**config.mk**
```make
export PLATFORM = sky130hd
export DESIGN_NAME = vga_display_engine_flat
export DESIGN_NICKNAME = d
export VERILOG_FILES = /design/src/rtl/vga_pkg.sv /design/src/rtl/vga_display_engine_if.sv /design/src/rtl/vga_axis_counter.sv /design/src/rtl/vga_display_engine.sv /design/src/flat_wrapper.sv
export SDC_FILE = /design/constraint.sdc
export NUM_CORES = 1
export LEC_CHECK = 0
export CAP_MARGIN = 40
export CORE_ASPECT_RATIO = 0.7
export CORE_MARGIN = 5
export CORE_UTILIZATION = 43
export CTS_BUF_LIST = sky130_fd_sc_hd__clkbuf_8
export DETAILED_ROUTE_END_ITERATION = 12
export PLACE_DENSITY = 0.83
export SETUP_SLACK_MARGIN = 0.3
export SLEW_MARGIN = 30
export SYNTH_ARGS = -nofsm -noshare
export SYNTH_HDL_FRONTEND = slang
export SYNTH_HIERARCHICAL = 1
export SYNTH_SLANG_ARGS = --single-unit
```
**constraint.sdc**
```tcl
create_clock -name clk -period 3.1 [get_ports clk]
set_input_delay 0.465 -clock clk [delete_from_list [all_inputs] [get_ports clk]]
set_output_delay 0.465 -clock clk [all_outputs]
set_load 0.005 [all_outputs]
```
**src/rtl/vga_pkg.sv**
```systemverilog
// Shared constants for the VGA display engine: default 640x480@60 geometry,
// a small colour palette and the axis-total helper.
package vga_pkg;

  localparam int DEF_CLK_DIV  = 4;
  localparam int DEF_H_SYNC   = 96;
  localparam int DEF_H_BP     = 48;
  localparam int DEF_H_ACTIVE = 640;
  localparam int DEF_H_FP     = 16;
  localparam int DEF_V_SYNC   = 2;
  localparam int DEF_V_BP     = 33;
  localparam int DEF_V_ACTIVE = 480;
  localparam int DEF_V_FP     = 10;
  localparam int DEF_N_LAYERS = 4;
  localparam int DEF_COLOR_W  = 12;
  localparam int DEF_CNT_W    = 10;

  localparam logic [11:0] BLACK  = 12'h000;
  localparam logic [11:0] WHITE  = 12'hFFF;
  localparam logic [11:0] BLUE   = 12'h00F;
  localparam logic [11:0] RED    = 12'hF00;
  localparam logic [11:0] GREEN  = 12'h0F0;
  localparam logic [11:0] YELLOW = 12'hFF0;

  function automatic int axis_total(input int sync_w, input int bp_w,
                                    input int act_w, input int fp_w);
    return sync_w + bp_w + act_w + fp_w;
  endfunction

endpackage

```
**src/rtl/vga_display_engine_if.sv**
```systemverilog
// Renderer/pin bundle of the display engine: timing and pixel outputs
// towards renderers and pins, fill/palette/blank inputs from renderers.
interface vga_display_engine_if
  import vga_pkg::*;
#(
  parameter int N_LAYERS = DEF_N_LAYERS,
  parameter int COLOR_W  = DEF_COLOR_W,
  parameter int CNT_W    = DEF_CNT_W
);
  logic                         blank_req;
  logic [N_LAYERS-1:0]          fill;
  logic [N_LAYERS*COLOR_W-1:0]  layer_color;
  logic                         pix_en;
  logic [CNT_W-1:0]             hCount;
  logic [CNT_W-1:0]             vCount;
  logic [CNT_W-1:0]             pix_x;
  logic [CNT_W-1:0]             pix_y;
  logic                         active;
  logic                         line_start;
  logic                         frame_start;
  logic                         hSync;
  logic                         vSync;
  logic                         bright;
  logic [COLOR_W-1:0]           rgb;

  modport master (
    input  blank_req, fill, layer_color,
    output pix_en, hCount, vCount, pix_x, pix_y, active,
           line_start, frame_start, hSync, vSync, bright, rgb
  );

  modport slave (
    output blank_req, fill, layer_color,
    input  pix_en, hCount, vCount, pix_x, pix_y, active,
           line_start, frame_start, hSync, vSync, bright, rgb
  );
endinterface

```
**src/rtl/vga_axis_counter.sv**
```systemverilog
// Wrapping 0..TOTAL-1 counter for one display axis; wrap_out flags the
// enabled cycle on which the count returns to zero.
module vga_axis_counter
  import vga_pkg::*;
#(
  parameter int TOTAL = 800,
  parameter int CNT_W = DEF_CNT_W
)(
  input  logic             clk,
  input  logic             reset,
  input  logic             en,
  output logic             wrap_out,
  output logic [CNT_W-1:0] count
);
  localparam logic [CNT_W-1:0] LAST = CNT_W'(TOTAL - 1);

  logic [CNT_W-1:0] count_r;

  // Advance on enable, wrapping after the last position.
  always_ff @(posedge clk) begin
    if (reset) begin
      count_r <= CNT_W'(0);
    end else if (en) begin
      if (count_r == LAST) begin
        count_r <= CNT_W'(0);
      end else begin
        count_r <= count_r + CNT_W'(1);
      end
    end
  end

  assign wrap_out = en && (count_r == LAST);
  assign count    = count_r;
endmodule

```
**src/rtl/vga_display_engine.sv**
```systemverilog
// Parametrised VGA timing generator with a priority layer/palette merge and
// one pixel of registered, mutually aligned sync/bright/rgb output.
module vga_display_engine
  import vga_pkg::*;
#(
  parameter int                 CLK_DIV  = DEF_CLK_DIV,
  parameter int                 H_SYNC   = DEF_H_SYNC,
  parameter int                 H_BP     = DEF_H_BP,
  parameter int                 H_ACTIVE = DEF_H_ACTIVE,
  parameter int                 H_FP     = DEF_H_FP,
  parameter int                 V_SYNC   = DEF_V_SYNC,
  parameter int                 V_BP     = DEF_V_BP,
  parameter int                 V_ACTIVE = DEF_V_ACTIVE,
  parameter int                 V_FP     = DEF_V_FP,
  parameter bit                 SYNC_POL = 1'b0,
  parameter int                 N_LAYERS = DEF_N_LAYERS,
  parameter int                 COLOR_W  = DEF_COLOR_W,
  parameter logic [COLOR_W-1:0] BG_COLOR = COLOR_W'(BLACK),
  parameter int                 CNT_W    = DEF_CNT_W
)(
  input logic                   clk,
  input logic                   reset,
  vga_display_engine_if.master  bus
);
  localparam int H_TOTAL = axis_total(H_SYNC, H_BP, H_ACTIVE, H_FP);
  localparam int V_TOTAL = axis_total(V_SYNC, V_BP, V_ACTIVE, V_FP);
  localparam int DIV_W   = (CLK_DIV > 1) ? $clog2(CLK_DIV) : 1;

  if (H_TOTAL > (1 << CNT_W)) begin : g_h_total_chk
    $error("H_TOTAL does not fit in CNT_W bits");
  end
  if (V_TOTAL > (1 << CNT_W)) begin : g_v_total_chk
    $error("V_TOTAL does not fit in CNT_W bits");
  end
  if (CLK_DIV < 1 || N_LAYERS < 1 || N_LAYERS > 8) begin : g_param_chk
    $error("CLK_DIV must be >= 1 and N_LAYERS within 1..8");
  end

  localparam logic [DIV_W-1:0] DIV_LAST = DIV_W'(CLK_DIV - 1);
  localparam logic [CNT_W-1:0] H_SYNC_C  = CNT_W'(H_SYNC);
  localparam logic [CNT_W-1:0] H_START_C = CNT_W'(H_SYNC + H_BP);
  localparam logic [CNT_W-1:0] H_END_C   = CNT_W'(H_SYNC + H_BP + H_ACTIVE - 1);
  localparam logic [CNT_W-1:0] V_SYNC_C  = CNT_W'(V_SYNC);
  localparam logic [CNT_W-1:0] V_START_C = CNT_W'(V_SYNC + V_BP);
  localparam logic [CNT_W-1:0] V_END_C   = CNT_W'(V_SYNC + V_BP + V_ACTIVE - 1);
  localparam logic             SYNC_ON   = SYNC_POL;
  localparam logic             SYNC_OFF  = !SYNC_POL;

  logic               run_r;
  logic [DIV_W-1:0]   div_cnt_r;
  logic               pix_en_s;
  logic               h_wrap_s;
  logic               v_wrap_unused_s;
  logic [CNT_W-1:0]   h_cnt_s;
  logic [CNT_W-1:0]   v_cnt_s;
  logic               active_s;
  logic [COLOR_W-1:0] layer_s;
  logic [COLOR_W-1:0] rgb_next_s;
  logic               hsync_r;
  logic               vsync_r;
  logic               bright_r;
  logic [COLOR_W-1:0] rgb_r;

  // Pixel divider; run_r idles it for one clk after reset so pix_en is low
  // in the reset cycle even when CLK_DIV is 1.
  always_ff @(posedge clk) begin
    if (reset) begin
      run_r     <= 1'b0;
      div_cnt_r <= DIV_W'(0);
    end else begin
      run_r <= 1'b1;
      if (!run_r || div_cnt_r == DIV_LAST) begin
        div_cnt_r <= DIV_W'(0);
      end else begin
        div_cnt_r <= div_cnt_r + DIV_W'(1);
      end
    end
  end

  assign pix_en_s = run_r && (div_cnt_r == DIV_LAST);

  vga_axis_counter #(.TOTAL(H_TOTAL), .CNT_W(CNT_W)) u_h_axis (
    .clk(clk), .reset(reset), .en(pix_en_s), .wrap_out(h_wrap_s), .count(h_cnt_s)
  );

  vga_axis_counter #(.TOTAL(V_TOTAL), .CNT_W(CNT_W)) u_v_axis (
    .clk(clk), .reset(reset), .en(h_wrap_s), .wrap_out(v_wrap_unused_s), .count(v_cnt_s)
  );

  assign active_s = (h_cnt_s >= H_START_C) && (h_cnt_s <= H_END_C) &&
                    (v_cnt_s >= V_START_C) && (v_cnt_s <= V_END_C);

  // Priority merge: scanning from the top index down leaves the lowest set fill bit winning.
  always_comb begin
    layer_s = BG_COLOR;
    for (int i = N_LAYERS - 1; i >= 0; i--) begin
      if (bus.fill[i]) begin
        layer_s = bus.layer_color[i*COLOR_W +: COLOR_W];
      end else begin
        layer_s = layer_s;
      end
    end
    if (!active_s || bus.blank_req) begin
      rgb_next_s = COLOR_W'(0);
    end else begin
      rgb_next_s = layer_s;
    end
  end

  // Output stage: all pin-facing registers step together on pix_en.
  always_ff @(posedge clk) begin
    if (reset) begin
      hsync_r  <= SYNC_OFF;
      vsync_r  <= SYNC_OFF;
      bright_r <= 1'b0;
      rgb_r    <= COLOR_W'(0);
    end else if (pix_en_s) begin
      hsync_r  <= (h_cnt_s < H_SYNC_C) ? SYNC_ON : SYNC_OFF;
      vsync_r  <= (v_cnt_s < V_SYNC_C) ? SYNC_ON : SYNC_OFF;
      bright_r <= active_s;
      rgb_r    <= rgb_next_s;
    end
  end

  assign bus.pix_en      = pix_en_s;
  assign bus.hCount      = h_cnt_s;
  assign bus.vCount      = v_cnt_s;
  assign bus.pix_x       = active_s ? (h_cnt_s - H_START_C) : CNT_W'(0);
  assign bus.pix_y       = active_s ? (v_cnt_s - V_START_C) : CNT_W'(0);
  assign bus.active      = active_s;
  assign bus.line_start  = pix_en_s && (h_cnt_s == CNT_W'(0));
  assign bus.frame_start = pix_en_s && (h_cnt_s == CNT_W'(0)) && (v_cnt_s == CNT_W'(0));
  assign bus.hSync       = hsync_r;
  assign bus.vSync       = vsync_r;
  assign bus.bright      = bright_r;
  assign bus.rgb         = rgb_r;
endmodule

```
**src/flat_wrapper.sv**
```systemverilog
// flat-port wrapper written by rule: the top's interface ports become plain ports
module vga_display_engine_flat import vga_pkg::*;
#(
  parameter int                 CLK_DIV  = DEF_CLK_DIV,
  parameter int                 H_SYNC   = DEF_H_SYNC,
  parameter int                 H_BP     = DEF_H_BP,
  parameter int                 H_ACTIVE = DEF_H_ACTIVE,
  parameter int                 H_FP     = DEF_H_FP,
  parameter int                 V_SYNC   = DEF_V_SYNC,
  parameter int                 V_BP     = DEF_V_BP,
  parameter int                 V_ACTIVE = DEF_V_ACTIVE,
  parameter int                 V_FP     = DEF_V_FP,
  parameter bit                 SYNC_POL = 1'b0,
  parameter int                 N_LAYERS = DEF_N_LAYERS,
  parameter int                 COLOR_W  = DEF_COLOR_W,
  parameter logic [COLOR_W-1:0] BG_COLOR = COLOR_W'(BLACK),
  parameter int                 CNT_W    = DEF_CNT_W
)
  (clk, reset, bus_blank_req, bus_fill, bus_layer_color, bus_pix_en, bus_hCount, bus_vCount, bus_pix_x, bus_pix_y, bus_active, bus_line_start, bus_frame_start, bus_hSync, bus_vSync, bus_bright, bus_rgb);
  vga_display_engine_if #(.N_LAYERS(N_LAYERS), .COLOR_W(COLOR_W), .CNT_W(CNT_W)) bus_i ();
  input logic clk;
  input logic reset;
  input wire logic [$bits(bus_i.blank_req)-1:0] bus_blank_req;
  input wire logic [$bits(bus_i.fill)-1:0] bus_fill;
  input wire logic [$bits(bus_i.layer_color)-1:0] bus_layer_color;
  output wire logic [$bits(bus_i.pix_en)-1:0] bus_pix_en;
  output wire logic [$bits(bus_i.hCount)-1:0] bus_hCount;
  output wire logic [$bits(bus_i.vCount)-1:0] bus_vCount;
  output wire logic [$bits(bus_i.pix_x)-1:0] bus_pix_x;
  output wire logic [$bits(bus_i.pix_y)-1:0] bus_pix_y;
  output wire logic [$bits(bus_i.active)-1:0] bus_active;
  output wire logic [$bits(bus_i.line_start)-1:0] bus_line_start;
  output wire logic [$bits(bus_i.frame_start)-1:0] bus_frame_start;
  output wire logic [$bits(bus_i.hSync)-1:0] bus_hSync;
  output wire logic [$bits(bus_i.vSync)-1:0] bus_vSync;
  output wire logic [$bits(bus_i.bright)-1:0] bus_bright;
  output wire logic [$bits(bus_i.rgb)-1:0] bus_rgb;
  assign bus_i.blank_req = bus_blank_req;
  assign bus_i.fill = bus_fill;
  assign bus_i.layer_color = bus_layer_color;
  assign bus_pix_en = bus_i.pix_en;
  assign bus_hCount = bus_i.hCount;
  assign bus_vCount = bus_i.vCount;
  assign bus_pix_x = bus_i.pix_x;
  assign bus_pix_y = bus_i.pix_y;
  assign bus_active = bus_i.active;
  assign bus_line_start = bus_i.line_start;
  assign bus_frame_start = bus_i.frame_start;
  assign bus_hSync = bus_i.hSync;
  assign bus_vSync = bus_i.vSync;
  assign bus_bright = bus_i.bright;
  assign bus_rgb = bus_i.rgb;
  vga_display_engine #(.CLK_DIV(CLK_DIV), .H_SYNC(H_SYNC), .H_BP(H_BP), .H_ACTIVE(H_ACTIVE), .H_FP(H_FP), .V_SYNC(V_SYNC), .V_BP(V_BP), .V_ACTIVE(V_ACTIVE), .V_FP(V_FP), .SYNC_POL(SYNC_POL), .N_LAYERS(N_LAYERS), .COLOR_W(COLOR_W), .BG_COLOR(BG_COLOR), .CNT_W(CNT_W)) u_core (.clk(clk), .reset(reset), .bus(bus_i));
endmodule
```
==> results.md, run 1 <==
- Run status: finished, final reports clean
- Die width: 100 µm
- Clock sinks: 38
- Final Critical Period: 2.88 ns
- Sequential Power Share: between 40 and 50%
- Switching Power: around 0.25 mW
- Crit path buffers/inverters: 2
- WS Path Type: flop to output pin
- Cell family with most CP delay: simple AND/OR/NAND/NOR gates
- Synth Warn #: 6
- CTS tree: yes
- Antenna diode count: 0
- Synthesized area per cell: slightly above 8 µm²
- Place WS: between 0.2 and 0.25 ns
- Row cnt: 23
- Gpl congestion: 0.887
- Mapped Cells: 295
- Max cap viols: 0
- Critical path endpoint category: output pin
- Crit path top cell by count: or3_4
- Worst-Skew Late Latency: 0.30 ns
- Synthesized netlist net count: 360
- Cts hold-fix bufs: 0
- Hpwl dp: 6.69 mm
- Total gr overflow: 0
- CTS clk-pin slew, worst paths: 0.08 ns
- Ports: 114
- Power share of the clock group: 36.5%
- Slew @ Worst Pin: 0.564 ns
- Setup Skew: between 0.01 and 0.015 ns
- Leakage: 1.64 nW
- Worst slew margin: around 62%
- Most frequent cells in the layout: clkdlybuf4s50_1 (92), nor2_1 (34), dfxtp_1 (34)
- DR pass1 iterations: 4
- Worst-path fanout max: 7
- Final worst slack: 0.218 ns
- Synthesized area: 0.00245 mm²
- WL final: 9.18 mm
- Wire per inst: 18.1 µm
- CTS buffer count: 5
- DRT iter0 DRCs: 196
- H-tree levels: 2
- Setup TNS: 0 ns
- Hold WC Path Type: flop to flop
- Global-route wire length before repair: ~14 mm
- Overall power: 0.999 mW
- Buffers on Ports: 113
- Vias in the first global route: ~2,800
- Finish-stage setup viols: 0
- Cell chain of the critical path: or3_4, or3_4, o22ai_4, buf_4, and3_1, clkdlybuf4s50_1
- Final Core Density: 71.2%
- Area growth from synthesis to layout: 63.2%
- DP Area: between 0.003 and 0.004 mm²
- Fin cells: 508
- Starting density of the core: around 44%
- RSZ-0062 raised after global routing: true
- Crit start category: flop
- Hold Vio Cnt, Final: 0
- Slowest cell on crit path: clkdlybuf4s50_1
- Crit path required time: 2.63 ns
- Power density cells: 250 mW/mm²
- GRT Overall Usage: between 20% and 30%
- Commonest non-fill, non-tap cell in the layout: clkdlybuf4s50_1
- Core Footprint: 0.00561 mm²
- Residual DRC count: 0
- Initial antenna violation count: 0
- VDD IR-drop max: ~0.18 mV
- Routed Antenna Nets: 0
- Net Sw Frac: 24.6%
- DR vias: roughly 3,000
- Die H: ~73 µm
- Final period util: between 90 and 100%
- WHS: 0.431 ns
- CP peak stage delay: 0.50 ns
- Comb power frac: 14.0%
- Cells after DPL: 487
- Fin. max-slew vios: 0
- Power Internal: 0.754 mW
- Fillers: 443
- Arrival @ worst endpoint: 2.42 ns
- Drt via density: just under 6
- Total die area: around 0.0073 mm²
- Fin area: 0.00400 mm²
- CTS max path bufs: 2
- Root Buffer: clkbuf_8
- Share of cells above drive strength 1: 14.8%
- Pin count of the biggest net entering global routing: 22
- Final net count: 497
- Peak Freq: between 300 and 400 MHz
flip-flops by register name, indices dropped and copies added, names as in the netlist:
name / flops
u_core/bus.bright: 1
u_core/u_h_axis/count: 10
u_core/div_cnt_r: 2
u_core/bus.vSync: 1
u_core/run_r: 1
u_core/bus.hSync: 1
u_core/u_v_axis/count: 10
u_core/bus.rgb: 12
area by class of cell:
cell class,count,area [µm²],area share (%)
clock buffer,6,82.6,2.07
tap,75,93.8,2.35
sequential,38,771,19.3
multi-input combinational,232,1640,41.1
inverter,12,46.3,1.16
timing repair buffer,143,1350,33.8
clock inverter,2,8.76,0.219
timing repair:
item | 4_1_cts | 5_1_grt
buffers inserted | 11 | 2
pin swaps | 3 | 1
gates resized for setup | 35 | 9
setup endpoints to repair | 21 | 8
worst paths after layout:
check                           startpoint                       end  slack [ns]  depth (start not counted)
hold reg to reg        u_core/div_cnt_r[0]       u_core/div_cnt_r[0]        0.43                          1
setup / recovery  u_core/u_v_axis/count[8]              bus_pix_x[3]        0.22                          6
hold / removal         u_core/div_cnt_r[0]       u_core/div_cnt_r[0]        0.43                          1
setup reg to reg  u_core/u_h_axis/count[6]  u_core/u_v_axis/count[8]        0.54                          7
routing by layer:
layer | GRT usage, % | up-vias | routed length, µm
li1 | - | 1373 | -
met1 | 31.5 | 1423 | 3950
met2 | 39.9 | 167 | 4270
met3 | 4.87 | 18 | 790
met4 | 9.72 | 0 | 163
met5 | 0 | - | 0
power by group through the flow:
stage	clock network, mW	registers (mW)	logic, mW
detailed placement	0	0.508	0.132
finish	0.365	0.495	0.140
global placement	0	0.508	0.130
floorplan	0	0.507	0.0432
CTS	0.366	0.495	0.137
global route	0.390	0.495	0.148
Note: power is estimated with default switching activity, not from simulation.
==> inputs of run 2 (changes only) <==
Settings changed: CAP_MARGIN 40 to default.
==> results of run 2 <==
Same layout as run 1: the final DEF is identical, and so are final timing and power.
==> inputs of run 3 (changes only) <==
Settings changed: SETUP_SLACK_MARGIN 0.3 to 0.02.
==> results.md, run 3 (synthesized netlist as in run 1, its figures left out) <==
- Storage element area: 767 µm² (-0.49%)
- Worst slew margin: 62.0% (-0.32 points)
- Drt via density: 5.89 (+0.39%)
- Slew @ Worst Pin: 0.569 ns (+0.00474 ns)
- Pin count of the biggest net entering global routing: 22 (unchanged)
- Vias in the first global route: 2,810 (-1.2%)
- WL final: 9.36 mm (+2.0%)
- Setup TNS: 0 ns (unchanged)
- Global-route wire length before repair: 14.0 mm (-1.3%)
- Initial antenna violation count: 0 (unchanged)
- Final Critical Period: 3.08 ns (+0.195 ns)
- Power share of the clock group: 36.2% (-0.3 points)
- Max cap viols: 0 (unchanged)
- Cell chain of the critical path: or3_4, or3_4, o22ai_4, nand2_4, buf_4, nor2_1, clkdlybuf4s50_1
- Crit path buffers/inverters: 2 (unchanged)
- WHS: 0.431 ns (+0.0000480 ns)
- Ports: 114 (unchanged)
- Total gr overflow: 0 (unchanged)
- Fin area: 0.00396 mm² (-0.78%)
- Routed Antenna Nets: 0 (unchanged)
- Core Footprint: 0.00561 mm² (unchanged)
- Crit path required time: 2.63 ns (about the same)
- Commonest non-fill, non-tap cell in the layout: clkdlybuf4s50_1
- Crit path top cell by count: or3_4
- Row cnt: 23 (unchanged)
- RSZ-0062 raised after global routing: true
- Most frequent cells in the layout: clkdlybuf4s50_1 (105), nor2_1 (36), dfxtp_1 (35)
- VDD IR-drop max: 0.183 mV (about the same)
- Finish-stage setup viols: 0 (unchanged)
- H-tree levels: 2 (unchanged)
- Gpl congestion: 0.887 (unchanged)
- WS Path Type: flop to output pin
- Power Internal: 0.753 mW (about the same)
- Total die area: 0.00732 mm² (unchanged)
- Place WS: 0.215 ns (unchanged)
- Share of cells above drive strength 1: 12.4% (-2.4 points)
- Worst-path fanout max: 7 (unchanged)
- DR vias: 2,969 (-0.40%)
- Hold WC Path Type: flop to flop
- Leakage: 1.63 nW (-0.63%)
- Final period util: 99.3% (+6.3 points)
- Cell family with most CP delay: simple AND/OR/NAND/NOR gates
- Area growth from synthesis to layout: 62.0%
- Final net count: 493 (-0.80%)
- Switching Power: 0.241 mW (-1.7%)
- CTS clk-pin slew, worst paths: 0.08 ns (about the same)
- Crit start category: flop
- Slowest cell on crit path: clkdlybuf4s50_1
- Peak Freq: 325 MHz (-6.3%)
- Fin. max-slew vios: 0 (unchanged)
- Fin cells: 504 (-0.79%)
- Critical path endpoint category: output pin
- Net Sw Frac: 24.3% (-0.31 points)
- DR pass1 iterations: 5 (+1)
- Fillers: 452 (+2.0%)
- Residual DRC count: 0 (unchanged)
- Final worst slack: 0.0225 ns (-0.195 ns)
- Overall power: 0.995 mW (-0.45%)
- Clock sinks: 38 (unchanged)
- Wire per inst: 18.6 µm (+2.8%)
- CTS tree: yes
- Hold Vio Cnt, Final: 0 (unchanged)
- CTS buffer count: 5 (unchanged)
- Setup Skew: 0.0134 ns (-0.000348 ns)
- Power density cells: 251 mW/mm² (+0.33%)
- GRT Overall Usage: 24.1% (-0.28 points)
- Buffers on Ports: 113 (unchanged)
- Sequential Power Share: 49.9% (+0.4 points)
- Cts hold-fix bufs: 0 (unchanged)
- Die width: 100 µm (unchanged)
- Die H: 73.1 µm (unchanged)
- Run status: finished, final reports clean
- Antenna diode count: 0 (unchanged)
- Hpwl dp: 6.69 mm (unchanged)
- Comb power frac: 13.9% (about the same)
- CP peak stage delay: 0.51 ns (about the same)
- Arrival @ worst endpoint: 2.61 ns (+0.19 ns)
- DP Area: 0.00373 mm² (unchanged)
- DRT iter0 DRCs: 212 (+8.2%)
- Cells after DPL: 487 (unchanged)
- Worst-Skew Late Latency: 0.30 ns (about the same)
- Root Buffer: clkbuf_8
- Area of the multi-input gates: 0.00161 mm² (-2.2%)
- Final Core Density: 70.6% (-0.56 points)
- CTS max path bufs: 2 (unchanged)
- Largest register FFs: 12 (unchanged)
- Starting density of the core: 43.6% (unchanged)
==> run 3: cell count changes in the layout (fill, tap and decap cells not counted), moves of 2 or more <==
cell             change
clkdlybuf4s50_1     +13
dlygate4sd2_1       -17
dlymetal6s2s_1       +5
nor2_1               +2
nor2_2               -2
buf_4                -4
==> run 3: area by class of cell <==
cell class / count / share of cell area, %
clock inverters: 2 / 0.221
repair buffers: 139 / 34.3
flip-flops and latches: 38 / 19.3
inverters: 12 / 1.17
well taps: 75 / 2.37
clock buffers: 6 / 2.08
multi-input cells: 232 / 40.5
==> run 3: worst paths after layout <==
check                                  end  depth (start not counted)  slack (ns)                startpoint
setup / recovery              bus_pix_x[9]                          7        0.02  u_core/u_v_axis/count[8]
hold / removal         u_core/div_cnt_r[0]                          1        0.43       u_core/div_cnt_r[0]
setup reg to reg  u_core/u_v_axis/count[8]                          7        0.33  u_core/u_h_axis/count[6]
hold reg to reg        u_core/div_cnt_r[0]                          1        0.43       u_core/div_cnt_r[0]
==> run 3: worst reg2reg max path: stages, from the launching register on <==
cell and delay (ns):
dfxtp_1 0.40, buf_4 0.21, nor4b_2 0.31, nand3_1 0.17
nor2_1 0.45, nand4_1 0.39, or3_2 0.56, a21oi_1 0.19
==> run 3: layer usage <==
metal,track usage (%),vias up,share of wire [%]
met5,0,-,0
met2,38.4,161,46
met3,4.97,20,9.1
met1,31.8,1418,43
li1,-,1370,-
met4,10.0,0,2.2
==> run 3: what timing repair did <==
item | in CTS | in global routing
setup buffers | 5 | 4
gates resized for setup | 1 | 18
endpoints found under the setup margin | 16 | 18
pin swaps | 1 | 4
==> run 3: power groups by stage <==
stage          Clock (mW)  Sequential (mW)  Combinational (mW)
3_5_place_dp            0            0.508               0.132
6_report            0.360            0.496               0.138
4_1_cts             0.366            0.496               0.134
2_1_floorplan           0            0.507              0.0432
5_1_grt             0.388            0.497               0.146
3_3_place_gp            0            0.508               0.130
